==> config.mk <==
export PLATFORM = sky130hd
export DESIGN_NAME = irq_controller12
export DESIGN_NICKNAME = d
export VERILOG_FILES = /design/src/rtl/irq12_pkg.sv /design/src/rtl/irq12_prio_enc.sv /design/src/rtl/irq_controller12.sv
export SDC_FILE = /design/constraint.sdc
export NUM_CORES = 1
export LEC_CHECK = 0
export BUFFER_PORTS_ARGS = -buffer_cell sky130_fd_sc_hd__buf_2
export CELL_PAD_IN_SITES_DETAIL_PLACEMENT = 0
export CELL_PAD_IN_SITES_GLOBAL_PLACEMENT = 2
export CORE_MARGIN = 2
export CORE_UTILIZATION = 34
export DETAILED_ROUTE_END_ITERATION = 8
export GPL_TIMING_DRIVEN = 0
export PLACE_DENSITY = 0.75
export SLEW_MARGIN = 20
export SYNTH_ARGS = -nofsm -noshare
export SYNTH_HDL_FRONTEND = slang
export SYNTH_SLANG_ARGS = --single-unit
==> constraint.sdc <==
create_clock -name clk -period 2.4 [get_ports clk]
set_input_delay 0.12 -clock clk [delete_from_list [all_inputs] [get_ports clk]]
set_output_delay 0.12 -clock clk [all_outputs]
set_load 0.02 [all_outputs]
==> src/rtl/irq12_pkg.sv <==
// Shared constants and types for the 24-line interrupt controller.
package irq12_pkg;
  localparam int IRQ_MAX = 24;
  localparam int HALF_W  = 12;
  localparam int VEC_W   = 5;

  localparam logic [2:0] A_MASK_L = 3'd0;
  localparam logic [2:0] A_MASK_H = 3'd1;
  localparam logic [2:0] A_EDGE_L = 3'd2;
  localparam logic [2:0] A_EDGE_H = 3'd3;
  localparam logic [2:0] A_PEND_L = 3'd4;
  localparam logic [2:0] A_PEND_H = 3'd5;
  localparam logic [2:0] A_CTRL   = 3'd6;
  localparam logic [2:0] A_STATUS = 3'd7;

  typedef enum logic [1:0] {ST_IDLE, ST_REQ, ST_SERVICE} irq_state_e;
endpackage

==> src/rtl/irq12_prio_enc.sv <==
// Combinational lowest-index-wins priority encoder over all 24 lines.
module irq12_prio_enc
  import irq12_pkg::*;
(
  input  logic [IRQ_MAX-1:0] req,
  output logic [VEC_W-1:0]   idx,
  output logic               any_valid
);
  always_comb begin
    idx       = '0;
    any_valid = |req;
    // Scan downwards so the lowest set index is the last one written.
    for (int i = IRQ_MAX - 1; i >= 0; i--)
      if (req[i]) idx = VEC_W'(i);
  end
endmodule

==> src/rtl/irq_controller12.sv <==
// Interrupt controller: per-line edge/level pending, mask, global enable,
// single outstanding request with ack/eoi handshake and no nesting.
module irq_controller12
  import irq12_pkg::*;
#(
  parameter int NUM_IRQ = 24
) (
  input  logic               clk,
  input  logic               rst,
  input  logic [IRQ_MAX-1:0] irq,
  input  logic               cfg_write,
  input  logic [2:0]         cfg_addr,
  input  logic [HALF_W-1:0]  cfg_wdata,
  output logic [HALF_W-1:0]  cfg_rdata,
  output logic               int_req,
  output logic [VEC_W-1:0]   int_vector,
  input  logic               int_ack,
  input  logic               int_eoi,
  output logic               in_service
);
  localparam logic [IRQ_MAX-1:0] LINE_EN = {IRQ_MAX{1'b1}} >> (IRQ_MAX - NUM_IRQ);

  logic [IRQ_MAX-1:0] mask, edge_en, epend, irq_q;
  logic [IRQ_MAX-1:0] pend, elig, pend_clr, ack_clr, epend_nxt;
  logic               ctrl_en;
  irq_state_e         state, state_nxt;
  logic [VEC_W-1:0]   enc_idx;
  logic               enc_any, vec_load;

  assign pend = (epend | (irq & ~edge_en)) & LINE_EN;
  assign elig = ctrl_en ? (pend & mask) : '0;

  always_comb begin
    pend_clr = '0;
    if (cfg_write && cfg_addr == A_PEND_L) pend_clr = {{HALF_W{1'b0}}, cfg_wdata};
    if (cfg_write && cfg_addr == A_PEND_H) pend_clr = {cfg_wdata, {HALF_W{1'b0}}};
  end

  // Accepting an edge request consumes its pending bit.
  assign ack_clr = (state == ST_REQ && int_ack && edge_en[int_vector])
                   ? (IRQ_MAX'(1) << int_vector) : '0;

  // New edges are ORed in after the clears so a same-cycle set wins.
  assign epend_nxt = (epend & ~(pend_clr | ack_clr)) | (irq & ~irq_q & edge_en & LINE_EN);

  irq12_prio_enc u_enc (
    .req       (elig),
    .idx       (enc_idx),
    .any_valid (enc_any)
  );

  always_comb begin
    state_nxt = state;
    vec_load  = 1'b0;
    case (state)
      ST_IDLE: if (enc_any) begin
        state_nxt = ST_REQ;
        vec_load  = 1'b1;
      end
      ST_REQ: begin
        if (int_ack)                 state_nxt = ST_SERVICE;
        else if (!elig[int_vector])  state_nxt = ST_IDLE;
      end
      ST_SERVICE: if (int_eoi) state_nxt = ST_IDLE;
      default: state_nxt = ST_IDLE;
    endcase
  end

  always_ff @(posedge clk) begin
    if (rst) begin
      mask       <= '0;
      edge_en    <= '0;
      ctrl_en    <= 1'b0;
      epend      <= '0;
      irq_q      <= '0;
      state      <= ST_IDLE;
      int_vector <= '0;
    end else begin
      irq_q <= irq;
      epend <= epend_nxt;
      state <= state_nxt;
      if (vec_load) int_vector <= enc_idx;
      if (cfg_write) begin
        case (cfg_addr)
          A_MASK_L: mask    <= {mask[IRQ_MAX-1:HALF_W], cfg_wdata} & LINE_EN;
          A_MASK_H: mask    <= {cfg_wdata, mask[HALF_W-1:0]} & LINE_EN;
          A_EDGE_L: edge_en <= {edge_en[IRQ_MAX-1:HALF_W], cfg_wdata} & LINE_EN;
          A_EDGE_H: edge_en <= {cfg_wdata, edge_en[HALF_W-1:0]} & LINE_EN;
          A_CTRL:   ctrl_en <= cfg_wdata[0];
          default: ;
        endcase
      end
    end
  end

  assign int_req    = (state == ST_REQ);
  assign in_service = (state == ST_SERVICE);

  always_comb begin
    cfg_rdata = '0;
    case (cfg_addr)
      A_MASK_L: cfg_rdata = mask[HALF_W-1:0];
      A_MASK_H: cfg_rdata = mask[IRQ_MAX-1:HALF_W];
      A_EDGE_L: cfg_rdata = edge_en[HALF_W-1:0];
      A_EDGE_H: cfg_rdata = edge_en[IRQ_MAX-1:HALF_W];
      A_PEND_L: cfg_rdata = pend[HALF_W-1:0];
      A_PEND_H: cfg_rdata = pend[IRQ_MAX-1:HALF_W];
      A_CTRL:   cfg_rdata = {{(HALF_W-1){1'b0}}, ctrl_en};
      A_STATUS: cfg_rdata = {5'b0, in_service, int_req, int_vector};
      default:  cfg_rdata = '0;
    endcase
  end
endmodule

==> impl_metrics.csv, run 1 <==
group,metric,value,unit
status,status,"completed",
global_routing,grt_pass1_wl,35800,um
global_routing,grt_overflow_total,0,
sta,fin_hold_ws,0.00652,ns
global_routing,grt_max_degree,17,
yosys,syn_nets,771,
placed_design,dp_worst_setup_slack,-0.118,ns
power,p_switching,1.04,mW
sta,fmax,441,MHz
power,p_comb_frac,0.118,
yosys,syn_avg_cell_area,7.70,um^2
detailed_routing,drtIter0Drc,425,
finish,nets,848,
floorplan,core_region_area,16000,um^2
placed_design,dp_hpwl,17700,um
floorplan,die_y,132,um
detailed_routing,via_per_inst,5.80,
clock_network,ctsRootBufferMaster,"clkbuf_16",
clock_network,cts_inserted_buffers,9,
detailed_routing,drtPass1Iterations,5,
worst_setup_path,path_max_fanout,7,
sta,finalMaxSlewViolations,0,
yosys,netlist_area,5600,um^2
finish,area_delta_synth_final,16.7,%
yosys,ys_dominant_reg_cell,"dfxtp_1",
yosys,synth_area_leaders,"dfxtp_1 (37%), nand2_1 (8.9%), a21oi_1 (8.8%)",
detailed_routing,antenna_left,0,
worst_setup_path,cp.arrival,2.15,ns
power,p_sw_frac,0.277,
yosys,synth_warnings,0,
yosys,synth_top_area_share,0.372,
power,vdd_drop_max,361,uV
clock_network,clk_pin_slew,0.08,ns
flow_run,maxCapViolations,0,
power,p_per_area,577,nW/um^2
worst_setup_path,crit_type,"flop to output port",
sta,finalSetupTns,0,ns
yosys,synth-edff-count,0,
sta,max-slew-margin-rel,0.412,
sta,fin_crit_sh,0.944,
power,pwr-share-seq,0.477,
power,p_clk_frac,0.405,
yosys,yosysMostFrequentCell,"nand2_1",
global_routing,antenna_found_initial,0,
min_path,hp-class,"input port to flop",
floorplan,row_count,46,
clock_network,cts_tree,"built",
sta,clock_skew,0.00952,ns
global_routing,grt_pass1_vias,5666,
yosys,synthesis.instances,727,
placed_design,finalWeightedCongestion,0.919,
finish,final_layout_size_suffix_gt1_frac,0.140,
power,p_leak,2.37,nW
clock_network,h-tree-depth,3,
sta,rsz0062_at_grt,"false",
detailed_routing,wl_per_cell,23.7,um
sta,worst_slack,0.135,ns
yosys,yosysUniqueCellTypes,57,
sta,finalHoldViolations,0,
finish,fillers,1754,
yosys,yosys.area.top_type,"dfxtp_1",
finish,n_antenna_cell,0,
detailed_routing,vias,5945,
power,internal-power,2.73,mW
yosys,async_flop_share,0,
global_routing,track_usage,0.278,
sta,fin_crit,2.27,ns
floorplan,dieArea,17500,um^2
yosys,synth-seq-cells,104,
detailed_routing,drc,0,
clock_network,cts.sinks,104,
placed_design,numPortBuffers,61,
finish,final_core_util,0.409,
finish,final_cells,1025,
detailed_routing,routed_wl,24300,um
clock_network,clock_latency,0.36,ns
placed_design,dp.cells,1004,
yosys,yosysSeqAreaShare,0.372,
yosys,ys_top_cells_by_count,"nand2_1 (133), dfxtp_1 (104), a21oi_1 (99), nor2_1 (48), nor2b_1 (43)",
worst_setup_path,required,2.28,ns
worst_setup_path,start_kind,"flop",
floorplan,num_io_pins,63,
floorplan,start_util,0.350,
floorplan,die_w,132,um
sta,tightestPinTransition,0.881,ns
clock_network,max-clock-path-buffers,2,
worst_setup_path,end_kind,"output port",
sta,setup_violations,0,
[area by class of cell]
class | count | area, um^2 | area share
Inverter | 18 | 67.6 | 0.0103
Tap cell | 216 | 270 | 0.0413
Timing Repair Buffer | 67 | 365 | 0.0559
Clock inverter | 5 | 56.3 | 0.00861
Sequential cell | 104 | 2080 | 0.319
Buffer | 43 | 181 | 0.0278
Clock buffer | 11 | 233 | 0.0356
Multi-Input combinational cell | 561 | 3280 | 0.502
[per-stage QoR]
| stage | instance area, um^2 | power (mW) |
|---|---|---|
| 2_1_floorplan | 5600 | 2.06 |
| 3_3_place_gp | 6180 | 2.26 |
| 3_5_place_dp | 6180 | 2.27 |
| 4_1_cts | 6530 | 3.78 |
| 5_1_grt | 6540 | 3.89 |
| 6_report | 6540 | 3.77 |
[metal layers]
layer / vias to the layer above / routed length, um / track usage
li1: 2743 / - / -
met1: 2905 / 10700 / 0.380
met2: 265 / 10900 / 0.434
met3: 32 / 2050 / 0.0538
met4: 0 / 721 / 0.103
met5: - / 0 / 0
[flip-flops by register name (all words and copies together), names as in the netlist]
register    cells
edge_en        24
epend          24
irq_q          24
mask           24
int_vector      5
state           2
ctrl_en         1
[worst max-delay path, cell delays in order (launching register included)]
cell,delay [ns]
dfxtp_1,0.48
nor2b_1,0.45
mux2_2,0.24
a22o_1,0.12
a221oi_1,0.07
a21oi_1,0.21
buf_2,0.20
[layout by cell type, fill, tap and decap left out, types with 4 or more instances in the layout]
cell / instances
nand2_1: 133
dfxtp_1: 104
a21oi_1: 99
buf_2: 64
nor2_1: 47
nor2b_1: 42
clkbuf_1: 32
o211ai_1: 28
o21ai_0: 27
nand3_1: 20
inv_1: 18
nand3b_1: 18
nand2b_1: 16
o21ai_1: 15
o22ai_1: 10
mux4_2: 10
clkbuf_16: 9
nand4_1: 7
and3_1: 6
a221oi_1: 6
o41ai_1: 6
dlygate4sd3_1: 6
a31oi_1: 5
and2_1: 5
clkbuf_2: 4
nor2b_2: 4
mux2_2: 4
a22o_1: 4
nor3_1: 4
[path summary, 6_finish.rpt]
path	from	to	slack, ns	depth (start not counted)
worst max-delay path	state[1]	cfg_rdata[6]	0.13	6
worst min-delay path	irq[23]	irq_q[23]	0.007	3
worst max register to register	edge_en[14]	int_vector[2]	0.16	7
worst min register to register	irq_q[17]	epend[17]	0.42	1
[power groups by stage]
| stage | combinational, mW | sequential, mW | clock, mW |
|---|---|---|---|
| 6_report | 0.445 | 1.80 | 1.52 |
| 2_1_floorplan | 0.235 | 1.83 | 0 |
| 4_1_cts | 0.438 | 1.80 | 1.54 |
| 5_1_grt | 0.477 | 1.80 | 1.61 |
| 3_5_place_dp | 0.429 | 1.84 | 0 |
| 3_3_place_gp | 0.427 | 1.84 | 0 |
[kinds of logic (layout without fill, tap and decap cells)]
group / count (synthesis) / after routing / synth area share
multiplexers: 17 / 17 / 0.0536
buffers and inverters: 62 / 144 / 0.0433
AO/OA/AOI/OAI: 230 / 230 / 0.258
flip-flops: 104 / 104 / 0.372
AND/OR/NAND/NOR: 314 / 314 / 0.274
[timing repair]
item                       4_1_cts  5_1_grt
resized for setup                2       11
setup endpoints to repair       13        9
hold buffers                     6        0
setup buffers                    0        0
hold endpoints to repair         6        0
(Power assumes the default switching activity.)
==> run 2: changes to the inputs <==
ABC_AREA = 1   (was not set)
CORE_UTILIZATION = 32   (was 34)
==> impl_metrics.csv, run 2 <==
group,metric,value,unit
sta,worst_slack,-0.0738,ns
power,p_total,3.90,mW
min_path,hp-class,"input port to flop",
detailed_routing,drc,0,
global_routing,track_usage,0.289,
sta,tightestPinTransition,0.879,ns
yosys,async_flop_share,0,
detailed_routing,wl_per_cell,23.1,um
detailed_routing,routed_wl,25900,um
sta,finalSetupTns,-0.139,ns
yosys,synth_area_leaders,"dfxtp_1 (39%), a21oi_1 (9.2%), nand2_1 (9.2%)",
power,p_per_area,582,nW/um^2
global_routing,grt_pass1_wl,37300,um
floorplan,dieArea,17800,um^2
finish,final_cells,1122,
yosys,netlist_area,5370,um^2
global_routing,antenna_found_initial,1,
global_routing,grt_overflow_total,0,
placed_design,numPortBuffers,60,
worst_setup_path,crit_type,"flop to flop",
detailed_routing,via_per_inst,5.41,
yosys,ys_dominant_reg_cell,"dfxtp_1",
yosys,ys_top_cells_by_count,"nand2_1 (132), nor2_1 (119), dfxtp_1 (104), a21oi_1 (99), inv_1 (97)",
floorplan,core_region_area,16500,um^2
placed_design,dp_hpwl,19600,um
finish,nets,941,
clock_network,cts_tree,"built",
yosys,yosysSeqAreaShare,0.388,
finish,final_core_util,0.407,
yosys,syn_nets,841,
finish,design_area,6700,um^2
worst_setup_path,max_stage_delay,0.47,ns
yosys,synthesis.instances,797,
worst_setup_path,required,2.64,ns
finish,final_cell_mix,"nand2_1 (129), nor2_1 (119), dfxtp_1 (102)",
yosys,yosys.area.top_type,"dfxtp_1",
yosys,synth-edff-count,0,
worst_setup_path,cpMostUsedCell,"nand2_1",
global_routing,grt_max_degree,18,
floorplan,die_y,134,um
detailed_routing,vias,6073,
detailed_routing,drtPass1Iterations,5,
worst_setup_path,start_kind,"flop",
clock_network,cts_inserted_buffers,9,
placed_design,placed_cell_area,5940,um^2
worst_setup_path,cp.arrival,2.72,ns
floorplan,die_w,134,um
status,status,"finished, violations left",
yosys,synth-seq-cells,104,
worst_setup_path,worstPathCellList,"nand2_4 -> o22ai_2 -> a221oi_2 -> nand2_1 -> o311ai_0 -> nand2_1 -> nand2_1 -> a21oi_4 -> buf_6 -> nand4_1 -> a21oi_1 -> nor2_1",
floorplan,row_count,47,
status,violations,"setup timing",
placed_design,finalWeightedCongestion,0.948,
sta,max-slew-margin-rel,0.414,
worst_setup_path,worstPathBufferInverterCount,1,
worst_setup_path,end_kind,"flop",
sta,fmax,404,MHz
flow_run,maxCapViolations,0,
sta,finalHoldViolations,0,
finish,n_antenna_cell,0,
worst_setup_path,crit_slowest_cell,"dfxtp_2",
clock_network,clock_latency,0.37,ns
clock_network,max-clock-path-buffers,2,
yosys,yosysUniqueCellTypes,35,
floorplan,num_io_pins,63,
worst_setup_path,path_delay_family,"compound AO/OA/AOI/OAI gates",
yosys,synth_warnings,0,
power,p_leak,2.67,nW
clock_network,clk_pin_slew,0.07,ns
sta,fin_crit,2.47,ns
sta,finalMaxSlewViolations,0,
sta,rsz0062_at_grt,"true",
detailed_routing,drtIter0Drc,634,
clock_network,h-tree-depth,3,
worst_setup_path,path_max_fanout,10,
detailed_routing,antenna_left,0,
finish,fillers,1796,
sta,clock_skew,0.0109,ns
finish,final_common_cell,"nand2_1",
sta,fin_hold_ws,0.00993,ns
clock_network,cts.sinks,104,
placed_design,dp.cells,1077,
finish,final_layout_size_suffix_gt1_frac,0.150,
yosys,yosysMostFrequentCell,"nand2_1",
global_routing,grt_pass1_vias,5628,
sta,setup_violations,4,
sta,fin_crit_sh,1.03,
power,vdd_drop_max,385,uV
placed_design,dp_worst_setup_slack,-0.479,ns
floorplan,start_util,0.326,
yosys,synth_top_area_share,0.388,
finish,area_delta_synth_final,24.9,%
yosys,syn_avg_cell_area,6.74,um^2
clock_network,ctsRootBufferMaster,"clkbuf_16",
## run 2: cell count changes in the layout (fill, tap and decap cells not counted), moves of 12 or more
cell / previous run / this run
a211oi_1: 1 / 23
dlygate4sd3_1: 6 / 20
inv_1: 18 / 94
nand2b_1: 16 / 0
nand3_1: 20 / 39
nand3b_1: 18 / 0
nand4_1: 7 / 19
nor2_1: 47 / 119
nor2b_1: 42 / 0
o211ai_1: 28 / 7
o21ai_1: 15 / 1
## run 2: logic make-up after synthesis
logic type | synth area share
flops | 0.388
simple gates | 0.257
compound gates | 0.251
buf+inv | 0.104
## run 2: layout make-up
class / count / area, um^2 / share of cell area
multi-input combinational: 552 / 2880 / 0.430
inverter: 103 / 393 / 0.0586
buffer: 38 / 185 / 0.0276
clock buffer: 11 / 243 / 0.0362
clock inverter: 5 / 61.3 / 0.00915
sequential: 104 / 2090 / 0.311
tap: 220 / 275 / 0.0411
timing repair buffer: 89 / 578 / 0.0862
## run 2: worst paths after layout
check	from	to	slack (ns)	cells past startpoint
max	int_vector[0]	epend[22]	-0.07	12
min reg2reg	edge_en[6]	epend[6]	0.46	2
min	irq[13]	irq_q[13]	0.01	3
max reg2reg	int_vector[0]	epend[22]	-0.07	12
## run 2: timing repair
action                     CTS  global route
hold endpoints to repair    20             0
pin swaps                    3             3
setup buffers                4             4
resized for setup           12            30
setup endpoints to repair   25            27
hold buffers                20             0
cloned                       0             1
## run 2: power by group
group	internal [mW]	switching (mW)	total, mW
registers	1.78	0.0302	1.81
clock network	0.849	0.736	1.59
logic	0.151	0.352	0.503
## run 2: worst reg2reg max path: stages (launching register included)
cell	delay, ns
dfxtp_2	0.47
nand2_4	0.19
o22ai_2	0.27
a221oi_2	0.09
nand2_1	0.10
o311ai_0	0.14
nand2_1	0.11
nand2_1	0.08
a21oi_4	0.21
buf_6	0.17
nand4_1	0.24
a21oi_1	0.23
nor2_1	0.05
## run 2: layer usage
| layer | vias up | global-route usage | routed length (um) |
|---|---|---|---|
| met1 | 2867 | 0.392 | 11500 |
| met4 | 2 | 0.0987 | 766 |
| li1 | 2905 | - | - |
| met2 | 256 | 0.461 | 11800 |
| met3 | 43 | 0.0571 | 1830 |
| met5 | - | 0 | 13 |
